`config.mk`:
```
export PLATFORM = sky130hd
export DESIGN_NAME = serial_to_parallel_collector
export DESIGN_NICKNAME = d
export VERILOG_FILES = /design/src/rtl/serial_to_parallel_collector_pkg.sv /design/src/rtl/serial_to_parallel_collector_out_reg.sv /design/src/rtl/serial_to_parallel_collector.sv
export SDC_FILE = /design/constraint.sdc
export NUM_CORES = 1
export LEC_CHECK = 0
export BUFFER_PORTS_ARGS = -buffer_cell sky130_fd_sc_hd__buf_2
export CORE_AREA = 5 5 42 44
export CTS_BUF_LIST = sky130_fd_sc_hd__clkbuf_4
export CTS_CLUSTER_DIAMETER = 120
export DETAILED_ROUTE_END_ITERATION = 8
export DIE_AREA = 0 0 47 49
export GPL_ROUTABILITY_DRIVEN = 0
export REMOVE_ABC_BUFFERS = 1
export SLEW_MARGIN = 10
export SYNTH_ARGS = -nofsm -noshare
export SYNTH_HDL_FRONTEND = slang
export SYNTH_SLANG_ARGS = --single-unit
```
`constraint.sdc`:
```
create_clock -name clk -period 3.2 [get_ports clk]
set_input_delay 0 -clock clk [delete_from_list [all_inputs] [get_ports clk]]
set_output_delay 0 -clock clk [all_outputs]
set_load 0.1 [all_outputs]
```
`src/rtl/serial_to_parallel_collector_pkg.sv`:
```
// ----------------------------------------------------------------------------
// serial_to_parallel_collector_pkg
// Shared constants for the shift-register chain and its serial-to-parallel
// collector.
//   MSB_FIRST_C / LSB_FIRST_C : bit-order selector values
//   SR_WIDTH                  : default word width of the shift-register chain
// ----------------------------------------------------------------------------
package serial_to_parallel_collector_pkg;

   localparam int MSB_FIRST_C = 1;
   localparam int LSB_FIRST_C = 0;
   localparam int SR_WIDTH    = 4;

endpackage : serial_to_parallel_collector_pkg

```
`src/rtl/serial_to_parallel_collector_out_reg.sv`:
```
// ----------------------------------------------------------------------------
// collector_out_reg
// One-word valid/ready holding register with sticky overflow detection.
// A word offered on 'load' is accepted when the register is empty or is being
// drained on the same edge; otherwise the word is dropped and ovf is set.
// Ports:
//   clk        : rising-edge clock
//   clr        : asynchronous active-low reset
//   load       : a completed word is offered this edge
//   word       : the completed word
//   dout_ready : consumer accepts the held word when dout_valid=1
//   ovf_clr    : synchronous clear of ovf (an overflow on the same edge wins)
//   dout       : held word
//   dout_valid : held word is valid
//   ovf        : sticky flag, a completed word was dropped
// ----------------------------------------------------------------------------
module collector_out_reg #(
   parameter int WIDTH = 4
) (
   input  logic             clk,
   input  logic             clr,
   input  logic             load,
   input  logic [WIDTH-1:0] word,
   input  logic             dout_ready,
   input  logic             ovf_clr,
   output logic [WIDTH-1:0] dout,
   output logic             dout_valid,
   output logic             ovf
);

   logic xfer;
   logic accept;
   logic drop;

   assign xfer   = dout_valid & dout_ready;
   // Register is free if empty or emptied by a transfer on this edge.
   assign accept = load & (~dout_valid | dout_ready);
   assign drop   = load & dout_valid & ~dout_ready;

   always_ff @(posedge clk or negedge clr) begin
      if (!clr) begin
         dout       <= '0;
         dout_valid <= 1'b0;
         ovf        <= 1'b0;
      end else begin
         if (accept) begin
            dout       <= word;
            dout_valid <= 1'b1;
         end else if (xfer) begin
            dout_valid <= 1'b0;
         end

         if (drop) begin
            ovf <= 1'b1;
         end else if (ovf_clr) begin
            ovf <= 1'b0;
         end
      end
   end

endmodule : collector_out_reg

```
`src/rtl/serial_to_parallel_collector.sv`:
```
// ----------------------------------------------------------------------------
// serial_to_parallel_collector
// Collects WIDTH qualified serial bits from the shift-register chain into a
// parallel word and presents it on a valid/ready port with a one-word holding
// register and a sticky overflow flag. The bit counter always wraps on the
// WIDTH-th bit, so word alignment survives dropped words.
// Ports:
//   clk        : rising-edge clock
//   clr        : asynchronous active-low reset
//   din        : serial data bit
//   din_en     : din is sampled only when 1
//   sclr       : synchronous clear of the partial word (priority over din_en)
//   dout       : assembled word
//   dout_valid : word available
//   dout_ready : consumer accepts word
//   ovf        : sticky overflow flag
//   ovf_clr    : synchronous clear of ovf
//   bit_cnt    : bits collected into the current partial word
// ----------------------------------------------------------------------------
module serial_to_parallel_collector
   import serial_to_parallel_collector_pkg::*;
#(
   parameter int WIDTH     = SR_WIDTH,
   parameter int CNT_W     = $clog2(WIDTH),
   parameter int MSB_FIRST = MSB_FIRST_C
) (
   input  logic             clk,
   input  logic             clr,
   input  logic             din,
   input  logic             din_en,
   input  logic             sclr,
   output logic [WIDTH-1:0] dout,
   output logic             dout_valid,
   input  logic             dout_ready,
   output logic             ovf,
   input  logic             ovf_clr,
   output logic [CNT_W-1:0] bit_cnt
);

   localparam logic [CNT_W-1:0] CNT_LAST = CNT_W'(WIDTH - 1);

   logic [WIDTH-1:0] sr_p0;
   logic [WIDTH-1:0] sr_nxt;
   logic [CNT_W-1:0] cnt_p0;
   logic             done;

   // Bit order is a static choice: either shift left with din entering the
   // LSB (first bit ends in MSB) or shift right with din entering the MSB.
   function automatic logic [WIDTH-1:0] shift_in(input logic [WIDTH-1:0] sr,
                                                 input logic             b);
      if (MSB_FIRST == MSB_FIRST_C) begin
         return {sr[WIDTH-2:0], b};
      end else begin
         return {b, sr[WIDTH-1:1]};
      end
   endfunction

   assign sr_nxt = shift_in(sr_p0, din);
   // sclr suppresses completion so no word is offered on a clear edge.
   assign done   = din_en & ~sclr & (cnt_p0 == CNT_LAST);

   // ---- stage 0: serial collection ----
   always_ff @(posedge clk or negedge clr) begin
      if (!clr) begin
         sr_p0  <= '0;
         cnt_p0 <= '0;
      end else if (sclr) begin
         sr_p0  <= '0;
         cnt_p0 <= '0;
      end else if (din_en) begin
         sr_p0  <= sr_nxt;
         cnt_p0 <= done ? '0 : cnt_p0 + CNT_W'(1);
      end
   end

   // ---- stage 1: output holding register ----
   collector_out_reg #(
      .WIDTH (WIDTH)
   ) u_out (
      .clk        (clk),
      .clr        (clr),
      .load       (done),
      .word       (sr_nxt),
      .dout_ready (dout_ready),
      .ovf_clr    (ovf_clr),
      .dout       (dout),
      .dout_valid (dout_valid),
      .ovf        (ovf)
   );

   assign bit_cnt = cnt_p0;

endmodule : serial_to_parallel_collector

```
=== Word-level counts from Yosys, hierarchy flattened ===
Index checks and enable logic that the tools add are counted.

* Input port bits: 7
* Register bits: 11
* Output and inout port bits: 8
* Word-level logic and storage cells: 29

* Reductions and logical operators: 3
* Bitwise logic cells: 10
* Equal/unequal tests: 1
* Muxes and demuxes: 9
* $add $sub $neg: 1

{| class="wikitable"
|+ Operators with widths
! operator !! number
|-
| $and A1 B1 Y1 || 6
|-
| $mux W2 || 3
|-
| $mux W3 || 2
|-
| $reduce_bool A2 Y1 || 3
|-
| $mux W1 || 4
|-
| $not A1 Y1 || 3
|-
| $add A2 B1 Y2 const B || 1
|-
| $eq A2 B2 Y1 const B || 1
|-
| $or A1 B1 Y1 || 1
|}

=== Logic depth before layout (Yosys ltp) ===
* Depth after elaboration: 6
* Depth in mapped cells: 4
* Mapped depth without buffers: 4

=== Hierarchy ===
Synthesis repeated with hierarchy kept, for this count alone.

* Cells, all modules: 36
* Area total of the unflattened synthesis: 488.0 um^2

{| class="wikitable"
|+ Modules (own cells, without submodules)
! module !! seq. area each (um^2) !! area an instance (um^2) !! times used !! cells each
|-
| collector_out_reg || 150.1 || 252.7 || 1 || 16
|-
| serial_to_parallel_collector || 125.1 || 235.2 || 1 || 20
|}

=== Worst setup path after synthesis ===
No wires, ideal clock.

* Path type: register -> register
* Start: register cnt_p0[0] (netlist: bit_cnt[0])
* End: register u_out.dout[0]
* Arrival time: 1.866 ns
* Setup time: 0.126 ns
* Cell stages (with the launch flop): 5
* Setup slack: 1.208 ns
* Clock period less this slack: 1.992 ns
* Path buffers: 0
* Required time: 3.074 ns
* Cell sequence: dfrtp_1 -> ha_1 -> nand3b_4 -> nor2b_4 -> mux2_4

* Longest elaborated chain between the ends: 3

{| class="wikitable"
|+ RTL lines
! item !! RTL line !! RTL
|-
| start: declaration || serial_to_parallel_collector.sv:44 || <nowiki>logic [CNT_W-1:0] cnt_p0;</nowiki>
|-
| start signal: assignment || serial_to_parallel_collector.sv:72 || <nowiki>cnt_p0 <= done ? '0 : cnt_p0 + CNT_W'(1);</nowiki>
|-
| $eq A2 B2 Y1 || serial_to_parallel_collector.sv:60 || <nowiki>assign done = din_en & ~sclr & (cnt_p0 == CNT_LAST);</nowiki>
|-
| $and A1 B1 Y1 || serial_to_parallel_collector.sv:60 ||
|-
| $and A1 B1 Y1 || serial_to_parallel_collector_out_reg.sv:37 || <nowiki>assign accept = load & (~dout_valid | dout_ready);</nowiki>
|-
| end signal: assignment || serial_to_parallel_collector_out_reg.sv:47 || <nowiki>dout <= word;</nowiki>
|-
| end: declaration || serial_to_parallel_collector_out_reg.sv:26 || <nowiki>output logic [WIDTH-1:0] dout,</nowiki>
|}

Every way passes these cells.
A chain may end at the register's enable or synchronous reset.

=== Worst setup path in the final report ===
* Start: register cnt_p0[0] (netlist: bit_cnt[0])
* End: register u_out.dout[2]

The elaborated chain is that of the path after synthesis.

==> impl_results.html <==
<table>
<tr><th>Metric</th><th>Value</th></tr>
<tr><th colspan="2">Placed design</th></tr>
<tr><td>Number of placed instances, taps included</td><td>64</td></tr>
<tr><td>Place WS</td><td>1.84 ns</td></tr>
<tr><td>Port bufs</td><td>14</td></tr>
<tr><td>Cell area reported after detailed placement</td><td>between 500 and 600 um2</td></tr>
<tr><th colspan="2">Synth</th></tr>
<tr><td>Register bit count reported by yosys</td><td>11</td></tr>
<tr><td>Top-area cell type share of the netlist area</td><td>a little under three fifths</td></tr>
<tr><td>Cell types with the largest area share after synthesis</td><td>sky130_fd_sc_hd__dfrtp_1, sky130_fd_sc_hd__mux2_4, sky130_fd_sc_hd__mux2i_1</td></tr>
<tr><td>Avg Inst Size Synth</td><td>13.9 um2</td></tr>
<tr><td>Number of instances in the synthesized netlist</td><td>35</td></tr>
<tr><td>Post-Synth Adder-Cell Area</td><td>between 2 and 3%</td></tr>
<tr><td>Area leader, netlist</td><td>sky130_fd_sc_hd__dfrtp_1</td></tr>
<tr><td>Synth Area in Compound Gates</td><td>under 10%</td></tr>
<tr><td>Count of different cell masters after synthesis</td><td>14</td></tr>
<tr><td>Largest family of logic cells by synthesized area</td><td>multiplexers</td></tr>
<tr><td>Post-synthesis share of cell area spent on xor and xnor gates</td><td>0%</td></tr>
<tr><td>Synthesis Warnings</td><td>0</td></tr>
<tr><td>Post-synthesis mux area share</td><td>roughly a fifth</td></tr>
<tr><td>Area of the mapped netlist</td><td>between 400 and 500 um2</td></tr>
<tr><td>Fraction of the yosys area taken by sequential cells</td><td>56.4%</td></tr>
<tr><td>Simple-gate share of the synthesized area</td><td>between 10% and 20%</td></tr>
<tr><th colspan="2">Global routing</th></tr>
<tr><td>Largest net degree at the start of global routing</td><td>12</td></tr>
<tr><td>Vias in the first global route</td><td>between 300 and 400</td></tr>
<tr><td>Overflow left after global routing</td><td>0</td></tr>
<tr><td>First-pass GRT wire length</td><td>approximately 1300 um</td></tr>
<tr><td>Overall routing resource usage</td><td>~8.3%</td></tr>
<tr><td>Number of antenna violations at the first check in global routing</td><td>0</td></tr>
<tr><th colspan="2">Final layout</th></tr>
<tr><td>Share of cells above drive strength 1</td><td>about 43%</td></tr>
<tr><td>Post-layout instance count excluding filler cells</td><td>72</td></tr>
<tr><td>Diodes inserted</td><td>0</td></tr>
<tr><td>Most used cells in the layout excluding fill and tap cells</td><td>sky130_fd_sc_hd__buf_2, sky130_fd_sc_hd__dfrtp_1, sky130_fd_sc_hd__nor2_1</td></tr>
<tr><td>Cell area after layout</td><td>637 um2</td></tr>
<tr><td>Final core utilization</td><td>between 40% and 50%</td></tr>
<tr><td>Leading cell type in the layout, fill and taps excluded</td><td>sky130_fd_sc_hd__buf_2</td></tr>
<tr><td>Area growth from synthesis to layout</td><td>30.5%</td></tr>
<tr><td>Final layout net count</td><td>65</td></tr>
<tr><th colspan="2">STA</th></tr>
<tr><td>Setup Viol. Count Final</td><td>0</td></tr>
<tr><td>Count of endpoints failing hold in the final timing report</td><td>0</td></tr>
<tr><td>Minimum setup slack in the final design</td><td>1.85 ns</td></tr>
<tr><td>Final period demand of the worst path</td><td>roughly 1.3 ns</td></tr>
<tr><td>Final Cycle Share</td><td>approximately 42%</td></tr>
<tr><td>Transition time at the pin with the least slew margin</td><td>around 0.5 ns</td></tr>
<tr><td>Skew final</td><td>0.00246 ns</td></tr>
<tr><td>Highest attainable clock frequency</td><td>~740 MHz</td></tr>
<tr><td>Summed negative setup slack over all endpoints</td><td>0 ns</td></tr>
<tr><td>Slew HR</td><td>between 60 and 70%</td></tr>
<tr><td>RSZ-0062 raised after global routing</td><td>false</td></tr>
<tr><td>Final-layout worst hold slack</td><td>0.0550 ns</td></tr>
<tr><td>Final Slew Violations</td><td>0</td></tr>
<tr><th colspan="2">Detailed routing</th></tr>
<tr><td>Detailed-route DRC error count</td><td>0</td></tr>
<tr><td>Wire per inst</td><td>11.1 um</td></tr>
<tr><td>Total wire length</td><td>approximately 800 um</td></tr>
<tr><td>Drt first-iter violations</td><td>0</td></tr>
<tr><td>Antenna viol nets, final</td><td>0</td></tr>
<tr><td>Average via count per standard cell</td><td>between 4 and 5</td></tr>
<tr><td>Via total after detailed routing</td><td>310</td></tr>
<tr><td>Total iterations of the first detailed-routing run</td><td>1</td></tr>
<tr><th colspan="2">Critical path</th></tr>
<tr><td>Reg-to-reg startpoint</td><td>bit_cnt[0]$_DFFE_PN0P_</td></tr>
<tr><td>Number of buffer and inverter instances along the worst setup path</td><td>0</td></tr>
<tr><td>Worst setup startpoint</td><td>bit_cnt[0]$_DFFE_PN0P_</td></tr>
<tr><td>Register-to-register path setup slack</td><td>roughly 1.9 ns</td></tr>
<tr><td>Cells along the critical path</td><td>ha_1 &gt; nand3b_4 &gt; nor2b_4 &gt; mux2_4</td></tr>
<tr><td>Crit path kind</td><td>reg2reg</td></tr>
<tr><td>Data arrival time of the critical path</td><td>1.50 ns</td></tr>
<tr><td>Crit-path leading delay family</td><td>flip-flops</td></tr>
<tr><td>Largest fanout of any net on the critical path</td><td>4</td></tr>
<tr><td>Crit path capture type</td><td>flip-flop</td></tr>
<tr><td>CP peak stage delay</td><td>0.39 ns</td></tr>
<tr><td>Startpoint class of the critical path</td><td>flip-flop</td></tr>
<tr><td>CP max-delay cell</td><td>sky130_fd_sc_hd__dfrtp_1</td></tr>
<tr><td>Reg-to-Reg End</td><td>u_out.dout[2]$_DFFE_PN0P_</td></tr>
<tr><td>Register-to-Register Path Depth</td><td>4</td></tr>
<tr><td>WP data required</td><td>3.35 ns</td></tr>
<tr><th colspan="2">Clock tree</th></tr>
<tr><td>Clock buffer count from CTS</td><td>3</td></tr>
<tr><td>Clock H-tree levels</td><td>1</td></tr>
<tr><td>Number of clock sinks</td><td>11</td></tr>
<tr><td>CTS tree</td><td>built</td></tr>
<tr><td>Post-CTS clock slew at the launch and capture registers of the worst setup and hold paths</td><td>roughly 0.060 ns</td></tr>
<tr><td>Number of buffers on the longest clock path</td><td>2</td></tr>
<tr><td>Source-to-sink clock delay at the later pin of the worst-skew pair</td><td>between 0.2 and 0.3 ns</td></tr>
<tr><td>Cell chosen for the clock root</td><td>sky130_fd_sc_hd__clkbuf_4</td></tr>
<tr><th colspan="2">Run status</th></tr>
<tr><td>Outcome</td><td>finished, final reports clean</td></tr>
<tr><th colspan="2">Floorplan</th></tr>
<tr><td>Num ports</td><td>15</td></tr>
<tr><td>Area of the die</td><td>0.00230 mm2</td></tr>
<tr><td>DIE HEIGHT</td><td>49 um</td></tr>
<tr><td>Area of the placeable core</td><td>0.00140 mm2</td></tr>
<tr><td>X dimension of the die</td><td>~47 um</td></tr>
<tr><td>Initial core utilization</td><td>between 30% and 40%</td></tr>
<tr><td>Number of placement rows</td><td>14</td></tr>
<tr><th colspan="2">Run</th></tr>
<tr><td>MaxCap Viol Count</td><td>0</td></tr>
<tr><th colspan="2">Power</th></tr>
<tr><td>Cell area power density</td><td>about 500 mW/mm2</td></tr>
<tr><td>Leakage component of the power</td><td>about 0.37 nW</td></tr>
<tr><td>Maximum ir drop on the vdd rail</td><td>a little under 0.4 mV</td></tr>
<tr><td>Post-layout power</td><td>~0.32 mW</td></tr>
<tr><th colspan="2">Worst hold path</th></tr>
<tr><td>Hold Path Origin</td><td>dout_ready</td></tr>
<tr><td>Sink of the worst hold path</td><td>u_out.dout_valid$_DFFE_PN0P_</td></tr>
<tr><td>Hold depth</td><td>3</td></tr>
<tr><td>Classification of the worst-slack hold path</td><td>in2reg</td></tr>
</table>
==> layout make-up <==
class,instances,area (um2)
well taps,16,20.0
fillers,137,764
repair buffers,18,110
inverters,2,7.51
flip-flops and latches,11,275
clock buffers,4,30.0
multi-input cells,21,194
==> power by group <==
| group | total [mW] | internal [mW] | switching [mW] |
|---|---|---|---|
| combinational | 0.0704 | 0.0187 | 0.0517 |
| sequential | 0.150 | 0.146 | 0.00443 |
| clock | 0.0979 | 0.0566 | 0.0413 |
| total | 0.318 | 0.221 | 0.0974 |
==> synthesized netlist by cell type <==
cell / number
sky130_fd_sc_hd__buf_6: 1
sky130_fd_sc_hd__o22ai_1: 1
sky130_fd_sc_hd__nand2b_1: 1
sky130_fd_sc_hd__nor2_1: 5
sky130_fd_sc_hd__nor2b_4: 1
sky130_fd_sc_hd__ha_1: 1
sky130_fd_sc_hd__inv_1: 2
sky130_fd_sc_hd__nand2_1: 1
sky130_fd_sc_hd__mux2_4: 4
sky130_fd_sc_hd__mux2i_1: 4
sky130_fd_sc_hd__a21oi_1: 1
sky130_fd_sc_hd__nand3b_4: 1
sky130_fd_sc_hd__dfrtp_1: 11
sky130_fd_sc_hd__nor3b_1: 1
==> sequential cells by signal (all words and copies together), names as in the netlist <==
name and cells:
u_out.dout 4, sr_p0 3, bit_cnt 2, u_out.dout_valid 1, u_out.ovf 1
==> tightest hold or removal path, cell delays in order <==
cell and delay [ns]:
sky130_fd_sc_hd__buf_2 0.07, sky130_fd_sc_hd__nand2b_1 0.14, sky130_fd_sc_hd__nand2_1 0.07
==> worst max-delay path by stage <==
stage / to / slack, ns / cells past startpoint
2_1_floorplan: u_out.dout[0]$_DFFE_PN0P_ / 1.21 / 4
3_3_place_gp: u_out.dout[1]$_DFFE_PN0P_ / 1.88 / 4
3_5_place_dp: u_out.dout[2]$_DFFE_PN0P_ / 1.84 / 4
4_1_cts: u_out.dout[2]$_DFFE_PN0P_ / 1.83 / 4
5_1_grt: u_out.dout[2]$_DFFE_PN0P_ / 1.78 / 4
6_report: u_out.dout[2]$_DFFE_PN0P_ / 1.85 / 4
==> cell families (layout without fill, tap and decap cells) <==
family / count (synthesis) / in the layout
AND/OR/NAND/NOR: 10 / 10
buffers and inverters: 3 / 24
multiplexers: 8 / 8
adder cells (fa/ha/maj): 1 / 1
AO/OA/AOI/OAI: 2 / 2
flip-flops: 11 / 11
==> what timing repair did <==
item | CTS | global route
hold buffers | 4 | 0
gates resized for setup | 0 | 0
endpoints found under the setup margin | 0 | 0
hold endpoints to repair | 18 | 0
buffers inserted | 0 | 0
==> routing by layer <==
| metal | GRT usage (%) | wire [um] |
|---|---|---|
| met1 | 10.8 | 353 |
| met2 | 10.9 | 359 |
| met3 | 6.64 | 84 |
| met4 | 1.38 | 0 |
| met5 | 0 | 0 |
Note: power is estimated with default switching activity, not from simulation.
